File: src/rtl/pipe_ctrl_pkg.sv
// Shared encodings for the pipeline hazard controller:
// FSM states, forwarding selects, branch types, timeout.
package pipe_ctrl_pkg;

    typedef enum logic [1:0] {
        ST_RUN      = 2'b00,
        ST_MEM_WAIT = 2'b01,
        ST_ERR      = 2'b10
    } state_e;

    localparam logic [1:0] FWD_REG = 2'b00;
    localparam logic [1:0] FWD_WB  = 2'b01;
    localparam logic [1:0] FWD_MEM = 2'b10;

    localparam logic [1:0] BT_EQ = 2'b00;
    localparam logic [1:0] BT_NE = 2'b01;
    localparam logic [1:0] BT_LT = 2'b10;
    localparam logic [1:0] BT_GE = 2'b11;

    localparam logic [7:0]  MEM_TIMEOUT = 8'd255;
    localparam logic [15:0] CNT_MAX     = 16'hFFFF;

endpackage

File: src/rtl/pipe_ctrl_fwd.sv
// Operand forwarding select for one ALU source.
// The EX/MEM result is newer, so it wins over MEM/WB.
module fwd_unit
    import pipe_ctrl_pkg::*;
(
    input  logic [4:0] rs_i,
    input  logic [4:0] exmem_rd_i,
    input  logic       exmem_we_i,
    input  logic [4:0] memwb_rd_i,
    input  logic       memwb_we_i,
    output logic [1:0] sel_o
);

    // Pick the youngest in-flight writer of rs; x0 never forwards
    always_comb begin
        sel_o = FWD_REG;
        if (exmem_we_i && exmem_rd_i != 5'd0 && exmem_rd_i == rs_i)
            sel_o = FWD_MEM;
        else if (memwb_we_i && memwb_rd_i != 5'd0 && memwb_rd_i == rs_i)
            sel_o = FWD_WB;
    end

endmodule

File: src/rtl/pipe_ctrl.sv
// Pipeline hazard controller: stalls, redirects, forwarding,
// data-memory wait tracking with timeout, event counters.
module pipe_ctrl
    import pipe_ctrl_pkg::*;
(
    input  logic        clk,
    input  logic        rst_n,
    input  logic [4:0]  id_rs1,
    input  logic [4:0]  id_rs2,
    input  logic [4:0]  idex_rd,
    input  logic        idex_memRead,
    input  logic [4:0]  exmem_rd,
    input  logic        exmem_regWrite,
    input  logic [4:0]  memwb_rd,
    input  logic        memwb_regWrite,
    input  logic        exmem_branch,
    input  logic        exmem_jump,
    input  logic        exmem_zero,
    input  logic        exmem_lt_zero,
    input  logic        exmem_memRead,
    input  logic        exmem_memWrite,
    input  logic [1:0]  exmem_bType,
    input  logic        dmem_ack,
    output logic        pc_en,
    output logic        ifid_en,
    output logic        idex_en,
    output logic        exmem_en,
    output logic        memwb_en,
    output logic        ifid_flush,
    output logic        idex_flush,
    output logic        exmem_flush,
    output logic        pc_sel,
    output logic [1:0]  fwd_a,
    output logic [1:0]  fwd_b,
    output logic [15:0] stall_cnt,
    output logic [15:0] flush_cnt,
    output logic        mem_err
);

    state_e      state_q;
    logic [7:0]  wait_q;
    logic [7:0]  wait_inc;
    logic        mem_err_q;
    logic [15:0] stall_cnt_q, stall_cnt_d;
    logic [15:0] flush_cnt_q, flush_cnt_d;
    logic        cond, taken, mem_stall, load_use, in_err;
    logic        stall_inc, flush_inc;

    assign in_err   = (state_q == ST_ERR);
    assign wait_inc = wait_q + 8'd1;

    // Branch condition selected by branch type
    always_comb begin
        cond = 1'b0;
        unique case (exmem_bType)
            BT_EQ: cond = exmem_zero;
            BT_NE: cond = !exmem_zero;
            BT_LT: cond = exmem_lt_zero;
            BT_GE: cond = !exmem_lt_zero;
        endcase
    end

    assign taken     = exmem_jump | (exmem_branch & cond);
    assign mem_stall = !in_err & (exmem_memRead | exmem_memWrite)
                     & !dmem_ack;
    assign load_use  = idex_memRead & (idex_rd != 5'd0)
                     & ((idex_rd == id_rs1) | (idex_rd == id_rs2));

    // Priority resolution: ERR, memory stall, redirect, load-use
    always_comb begin
        pc_en       = 1'b1;
        ifid_en     = 1'b1;
        idex_en     = 1'b1;
        exmem_en    = 1'b1;
        memwb_en    = 1'b1;
        ifid_flush  = 1'b0;
        idex_flush  = 1'b0;
        exmem_flush = 1'b0;
        pc_sel      = 1'b0;
        if (in_err || mem_stall) begin
            pc_en    = 1'b0;
            ifid_en  = 1'b0;
            idex_en  = 1'b0;
            exmem_en = 1'b0;
            memwb_en = 1'b0;
        end else if (taken) begin
            pc_sel      = 1'b1;
            ifid_flush  = 1'b1;
            idex_flush  = 1'b1;
            exmem_flush = 1'b1;
        end else if (load_use) begin
            pc_en      = 1'b0;
            ifid_en    = 1'b0;
            idex_flush = 1'b1;
        end
    end

    fwd_unit u_fwd_a (
        .rs_i       (id_rs1),
        .exmem_rd_i (exmem_rd),
        .exmem_we_i (exmem_regWrite),
        .memwb_rd_i (memwb_rd),
        .memwb_we_i (memwb_regWrite),
        .sel_o      (fwd_a)
    );

    fwd_unit u_fwd_b (
        .rs_i       (id_rs2),
        .exmem_rd_i (exmem_rd),
        .exmem_we_i (exmem_regWrite),
        .memwb_rd_i (memwb_rd),
        .memwb_we_i (memwb_regWrite),
        .sel_o      (fwd_b)
    );

    assign stall_inc = !in_err & (mem_stall | (load_use & !taken));
    assign flush_inc = !in_err & !mem_stall & taken;

    // Saturating event counters, next-state
    always_comb begin
        stall_cnt_d = stall_cnt_q;
        flush_cnt_d = flush_cnt_q;
        if (stall_inc && stall_cnt_q != CNT_MAX)
            stall_cnt_d = stall_cnt_q + 16'd1;
        if (flush_inc && flush_cnt_q != CNT_MAX)
            flush_cnt_d = flush_cnt_q + 16'd1;
    end

    // Event counter registers
    always_ff @(posedge clk or negedge rst_n) begin
        if (!rst_n) begin
            stall_cnt_q <= 16'd0;
            flush_cnt_q <= 16'd0;
        end else begin
            stall_cnt_q <= stall_cnt_d;
            flush_cnt_q <= flush_cnt_d;
        end
    end

    // Memory-wait FSM; leaving MEM_WAIT needs the stall to clear
    always_ff @(posedge clk or negedge rst_n) begin
        if (!rst_n) begin
            state_q   <= ST_RUN;
            wait_q    <= 8'd0;
            mem_err_q <= 1'b0;
        end else begin
            unique case (state_q)
                ST_RUN: begin
                    if (mem_stall) begin
                        state_q <= ST_MEM_WAIT;
                        wait_q  <= 8'd0;
                    end
                end
                ST_MEM_WAIT: begin
                    if (!mem_stall) begin
                        state_q <= ST_RUN;
                    end else if (wait_inc == MEM_TIMEOUT) begin
                        state_q   <= ST_ERR;
                        mem_err_q <= 1'b1;
                    end else begin
                        wait_q <= wait_inc;
                    end
                end
                ST_ERR: mem_err_q <= 1'b1;
                default: state_q <= ST_RUN;
            endcase
        end
    end

    assign stall_cnt = stall_cnt_q;
    assign flush_cnt = flush_cnt_q;
    assign mem_err   = mem_err_q;

endmodule
File: config.mk
export PLATFORM = sky130hd
export DESIGN_NAME = pipe_ctrl
export DESIGN_NICKNAME = d
export VERILOG_FILES = /design/src/rtl/pipe_ctrl_pkg.sv /design/src/rtl/pipe_ctrl_fwd.sv /design/src/rtl/pipe_ctrl.sv
export SDC_FILE = /design/constraint.sdc
export NUM_CORES = 1
export LEC_CHECK = 0
export ABC_AREA = 1
export BUFFER_PORTS_ARGS = -buffer_cell sky130_fd_sc_hd__buf_2
export CAP_MARGIN = 20
export CORE_ASPECT_RATIO = 0.7
export CORE_MARGIN = 2
export CORE_UTILIZATION = 40
export DETAILED_ROUTE_END_ITERATION = 10
export PLACE_DENSITY_LB_ADDON = 0.08
export RECOVER_POWER = 25
export SYNTH_ARGS = -nofsm -noshare
export SYNTH_HDL_FRONTEND = slang
export SYNTH_HIERARCHICAL = 1
export SYNTH_SLANG_ARGS = --single-unit
export TNS_END_PERCENT = 30
File: constraint.sdc
create_clock -name clk -period 1.8 [get_ports clk]
set_input_delay 0.09 -clock clk [delete_from_list [all_inputs] [get_ports clk]]
set_output_delay 0.09 -clock clk [all_outputs]
set_load 0.02 [all_outputs]
=== Word level (Yosys, flattened, before mapping) ===
Cells that the tools add are included.

* Eq/ne operators: 19
* Bitwise operators: 14
* Mux-type cells: 25
* Reductions and logical operators: 25
* Add/sub/neg operators: 3

{| class="wikitable"
|+ Operator list
! cell !! count
|-
| adder 16 x 1 -> 16 bit (second input constant) || 2
|-
| inequality test 16 bit (second input constant) || 2
|-
| equality test 5 bit || 6
|-
| 2-to-1 mux 8 bit || 3
|-
| case mux 8 bit (2 select lines) || 1
|-
| nonzero test 5 bit || 3
|-
| 2-to-1 mux 1 bit || 13
|-
| 2-to-1 mux 2 bit || 5
|-
| bitwise AND 1 bit || 9
|-
| adder 8 x 1 -> 8 bit (second input constant) || 1
|-
| equality test 8 bit (second input constant) || 1
|-
| logical AND 1 bit || 8
|-
| inequality test 2 bit (second input constant) || 4
|-
| equality test 2 bit (second input constant) || 3
|-
| logical NOT 1 bit || 6
|-
| case mux 2 bit (3 select lines) || 1
|-
| AND reduction 3 bit || 2
|-
| equality test 2 x 1 -> 1 bit (second input constant) || 2
|-
| logical NOT 2 bit || 2
|-
| OR 1 bit || 4
|-
| case mux 1 bit (4 select lines) || 1
|-
| AND reduction 4 bit || 1
|-
| nonzero test 2 bit || 2
|-
| inequality test 3 bit (second input constant) || 1
|-
| other kinds (3) || 3
|}

* Logic and storage cells: 91
* Input bits: 39
* Register bits: 43

=== Depth between registers and ports, before layout ===
* Depth in word-level cells: 9
* Mapped depth: 13

=== Cells and area by module ===
Netlist, hierarchy kept.

{| class="wikitable"
|+ By module, submodules not included
! module !! sequential area each (sq um) !! cells each !! area each (sq um) !! times used
|-
| pipe_ctrl || 1076.0 || 409 || 2896.5 || 1
|-
| fwd_unit || 0.0 || 50 || 214.0 || 2
|}

=== Least setup slack after synthesis ===
OpenSTA, ideal clock, no wires.

* Path type: register to register
* Start point: register state_q[1]
* End point: register flush_cnt_q[9], in the netlist flush_cnt[9]
* Stages on the path, launching flop included: 11
* Buffers on the path: 1
* Arrival: 1.721 ns
* Library setup time: 0.065 ns
* Setup slack: 0.014 ns
* Required time: 1.735 ns
* Cells stage by stage: dfrtp_1 inv_1 nor2_2 nor2_2 inv_1 nor2_2 nand2_2 inv_2 buf_6 nand3_1 nand2_1

* Word-level cells in the longest chain between the ends: 8

{| class="wikitable"
|+ Ends and longest elaborated chain
! what !! RTL line !! source
|-
| start, declared || pipe_ctrl.sv:40 || <nowiki>state_e state_q;</nowiki>
|-
| start signal, assigned || pipe_ctrl.sv:143 || <nowiki>state_q <= ST_RUN;</nowiki>
|-
| start signal, assigned || pipe_ctrl.sv:150 || <nowiki>state_q <= ST_MEM_WAIT;</nowiki>
|-
| start signal, assigned || pipe_ctrl.sv:156 || <nowiki>state_q <= ST_RUN;</nowiki>
|-
| equality test 2 bit (*) || pipe_ctrl.sv:49 || <nowiki>assign in_err = (state_q == ST_ERR);</nowiki>
|-
| logical NOT 1 bit (*) || pipe_ctrl.sv:64, pipe_ctrl.sv:117 ||
|-
| bitwise AND 1 bit || pipe_ctrl.sv:64 || <nowiki>assign mem_stall = !in_err & (exmem_memRead | exmem_memWrite)</nowiki>
|-
| bitwise AND 1 bit || pipe_ctrl.sv:65 || <nowiki>& !dmem_ack;</nowiki>
|-
| logical NOT 1 bit || -- ||
|-
| bitwise AND 1 bit (*) (2 in series) || pipe_ctrl.sv:117 || <nowiki>assign flush_inc = !in_err & !mem_stall & taken;</nowiki>
|-
| logical AND 1 bit (*) || pipe_ctrl.sv:125 || <nowiki>if (flush_inc && flush_cnt_q != CNT_MAX)</nowiki>
|-
| end signal, assigned || pipe_ctrl.sv:136 || <nowiki>flush_cnt_q <= flush_cnt_d;</nowiki>
|-
| end, declared || pipe_ctrl.sv:45 || <nowiki>logic [15:0] flush_cnt_q, flush_cnt_d;</nowiki>
|}

Mark *: on every way between the ends. The rest lies on a longest branch, timed or not.
A chain may end at the register's enable or synchronous reset.

=== Final worst setup path ===
* Start point: register wait_q[0]
* End point: register wait_q[3]

* Word-level cells in the longest chain between the ends: 4
* Elaborated cells between the ends (all ways): 7
* Classes of those cells: 1 x add/sub; 2 x eq/ne; 3 x mux; 1 x reduce/logical

{| class="wikitable"
|+ Ends and longest elaborated chain
! what !! RTL line !! source
|-
| start, declared || pipe_ctrl.sv:41 || <nowiki>logic [7:0] wait_q;</nowiki>
|-
| start signal, assigned || pipe_ctrl.sv:161 || <nowiki>wait_q <= wait_inc;</nowiki>
|-
| adder 8 x 1 -> 8 bit (*) || pipe_ctrl.sv:50 || <nowiki>assign wait_inc = wait_q + 8'd1;</nowiki>
|-
| equality test 8 bit / 2-to-1 mux 8 bit (equally long branches) || pipe_ctrl.sv:157 || <nowiki>end else if (wait_inc == MEM_TIMEOUT) begin</nowiki>
|-
| inequality test 2 bit (no source line) / 2-to-1 mux 8 bit (equally long branches) || -- ||
|-
| AND reduction 4 bit (no source line) / case mux 8 bit (2 select lines) (equally long branches) || -- ||
|}

Mark *: on every way between the ends. The rest lies on a longest branch, timed or not. The select of a mux whose other input is x is not followed.

==> metrics.cfg <==
[place]
dp.cells = 694
place.gp.congestion = 0.876
dpl_cell_area_sq_mm = 0.00387
hpwlAfterDp_mm = 6.29
dpl_worst_slack_ps = -23.9
portBuffers = 84

[synth]
synth_warnings = 6
synth-async-reset-ratio_pct = 100
synth_top_area_cell = dfrtp_1
syn-num-nets = 552
syn_avg_cell_area_sq_um = 6.53
ys_types = 31
seq_area_frac_synth_pct = 32.4
synthCells = 509
synth_edf_count = 0
ys.flop_type = dfrtp_1
synth.most_common_cell = nand2_1
ys_top_cells_by_area = dfrtp_1 (32%), nand2_1 (21%), nand3_1 (8.6%), inv_1 (7.2%), nor2_1 (5.5%)
syn-cell-area_sq_mm = 0.00332
synth-seq-cells = 43
synth_top_area_share_pct = 32.4
ys_top_cells_by_count = nand2_1 (182), inv_1 (64), nand3_1 (57), nor2_1 (49), dfrtp_1 (43)

[routing]
vias = 3379
wl_per_cell_microns = 11.6
drtIter0Drc = 161
drc_errors = 3
drt_wl_total_mm = 8.22
vias_per_cell = 4.76
antenna_left = 0
drt_pre_antenna_iters = 7

[clocking]
clock_latency_ps = 290
cts_max_level = 2
clock_sinks = 43
cts.path.max_buffers = 2
clockRootBuffer = clkbuf_16
cts_buffers = 5
path_clk_slew_ps = 60
cts_tree = done

[sta]
period_share_pct = 94.8
fin_crit_ps = 1710
fin_skew_ps = 3.21
hold_slack_ps = 308
setup_viol = 0
finalHoldViolCount = 0
layout_setup_ws_ps = 93.8
tns_ps = 0
finalMaxSlewViolations = 0
timing.fmax_mhz = 586
max_slew_margin_pct = 55.1
worst_pin_slew_ps = 674

[worst_setup_path]
worst_r2r_endpoint = wait_q[3]
path_buf_inv = 2
cpLargestDelayFamily = simple AND/OR/NAND/NOR gates
end_kind = flop
critical_path.cell_chain = buf_4 -> inv_1 -> ha_1 -> nand4_1 -> nor3_4 -> nand4_4 -> nand2_2 -> nand2_1 -> nand2_1
cpPeakStageDelay_ps = 380
path_depth = 9
critPathKind = reg2reg
arrival_ps = 1940
critPathMaxFanout = 5
critical_path_required_ps = 2030
reg2reg_from = wait_q[0]
cp_common_cell = nand2_1
rrSetupSlack_ps = 90
cp_slowest_cell = dfrtp_1
r2r_cells = 9
start_kind = flop

[floorplan]
fp.coreArea_sq_mm = 0.00797
die_h_microns = 80.3
rows = 27
io_pins = 85
start_util_pct = 41.7
chipWidth_microns = 113
die_area_sq_mm = 0.00907

[global_routing]
top_usage_layer = met2
grt_pass1_vias = 3154
grt.overflow.total = 0
track_usage_pct = 19.0
grt_max_degree = 29
grt_use_met3_pct = 3.92
antenna_found_initial = 0
use_met2_pct = 30.8
grt_pass1_wl_mm = 14.0
grt_util_met1_pct = 25.7

[min_path]
min-delay-start = dmem_ack
hold_path_depth = 6
hold_path.class = in2reg
hold_end = state_q[1]

[layout]
utilization_pct = 51.6
final_area_sq_mm = 0.00411
seq_area_sq_mm = 0.00108
fill_cells = 820
instances_no_fill = 710
multi_input_area_sq_mm = 0.00193
nets = 651
drive_gt1_share_pct = 22.3
antenna_cells = 0
synthToLayoutAreaGrowth_pct = 23.7

[power_and_ir_drop]
power_mw = 2.24
p_leak_nw = 2.35
p_per_area_mw_per_mm2 = 544
vdd_drop_max_v = 0.000318

[status]
violations = DRC
status = complete, but fails checks

[run]
drv_cap = 0

## state kept, by name, summed over array words and instances (netlist names)
| register | flops |
|---|---|
| state_q | 2 |
| flush_cnt | 16 |
| stall_cnt | 16 |
| mem_err | 1 |
| wait_q | 8 |
## timing repair
action / in CTS / in global routing
hold endpoints to repair: 27 / 0
hold buffers: 1 / 0
setup endpoints to repair: 16 / 14
gates cloned: 0 / 2
resized for setup: 0 / 4
pin swaps: 1 / 4
setup buffers: 3 / 2
## worst max path at each step
stage | start | end
global placement | stall_cnt[0] | stall_cnt[12]
finish | wait_q[0] | wait_q[3]
detailed placement | stall_cnt[0] | stall_cnt[14]
floorplan | state_q[1] | flush_cnt[9]
global route | wait_q[0] | wait_q[4]
CTS | wait_q[0] | wait_q[0]
## cell families after synthesis
group | synth area share [%]
xor+xnor | 8.17
flops | 32.4
fa+ha+maj | 1.51
buf+inv | 10.5
compound gates | 4.10
simple gates | 43.4
## power by group
part | internal (mW) | switching [mW]
sequential | 0.966 | 0
combinational | 0.0826 | 0.140
clock | 0.654 | 0.395
total | 1.70 | 0.535
## cells in the final DEF, fill, tap and decap left out
master / n
nand2_1: 181
buf_2: 78
inv_1: 64
nand3_1: 57
nor2_1: 49
dfrtp_1: 43
xor2_1: 18
buf_4: 16
xnor2_1: 13
o21ai_0: 12
nor2_2: 7
nand2_2: 7
nand4_1: 6
inv_2: 6
a21oi_1: 5
nor3_1: 5
clkbuf_16: 5
clkbuf_1: 5
o21ai_1: 4
nor2_4: 3
nand3b_1: 3
ha_1: 3
nand2_4: 2
a21boi_0: 2
nor4_1: 1
nor3_2: 1
nor3b_1: 1
nor3_4: 1
nand4_4: 1
nor3b_2: 1
nand3_2: 1
a21oi_4: 1
ha_2: 1
clkinv_4: 1
clkinv_2: 1
bufinv_16: 1
nand4_2: 1
dlygate4sd3_1: 1
clkbuf_2: 1
## layer usage
| layer | up-vias | wire (microns) |
|---|---|---|
| met3 | 8 | 381 |
| met1 | 1527 | 4160 |
| met2 | 63 | 3590 |
| met5 | - | 0 |
| li1 | 1781 | - |
| met4 | 0 | 80 |
## worst register-to-register path, stage by stage, from the launching register on
cell	delay, ps
dfrtp_1	380
buf_4	150
inv_1	80
ha_1	170
nand4_1	130
nor3_4	270
nand4_4	180
nand2_2	160
nand2_1	60
nand2_1	60
## area by class of cell
cell class,count,area share (%)
Multi-Input combinational cell,387,47.0
Sequential cell,43,26.2
Timing Repair Buffer,101,13.2
Inverter,70,6.39
Tap cell,101,3.07
Clock buffer,5,3.04
Clock inverter,3,1.06
(Power assumes the default switching activity.)
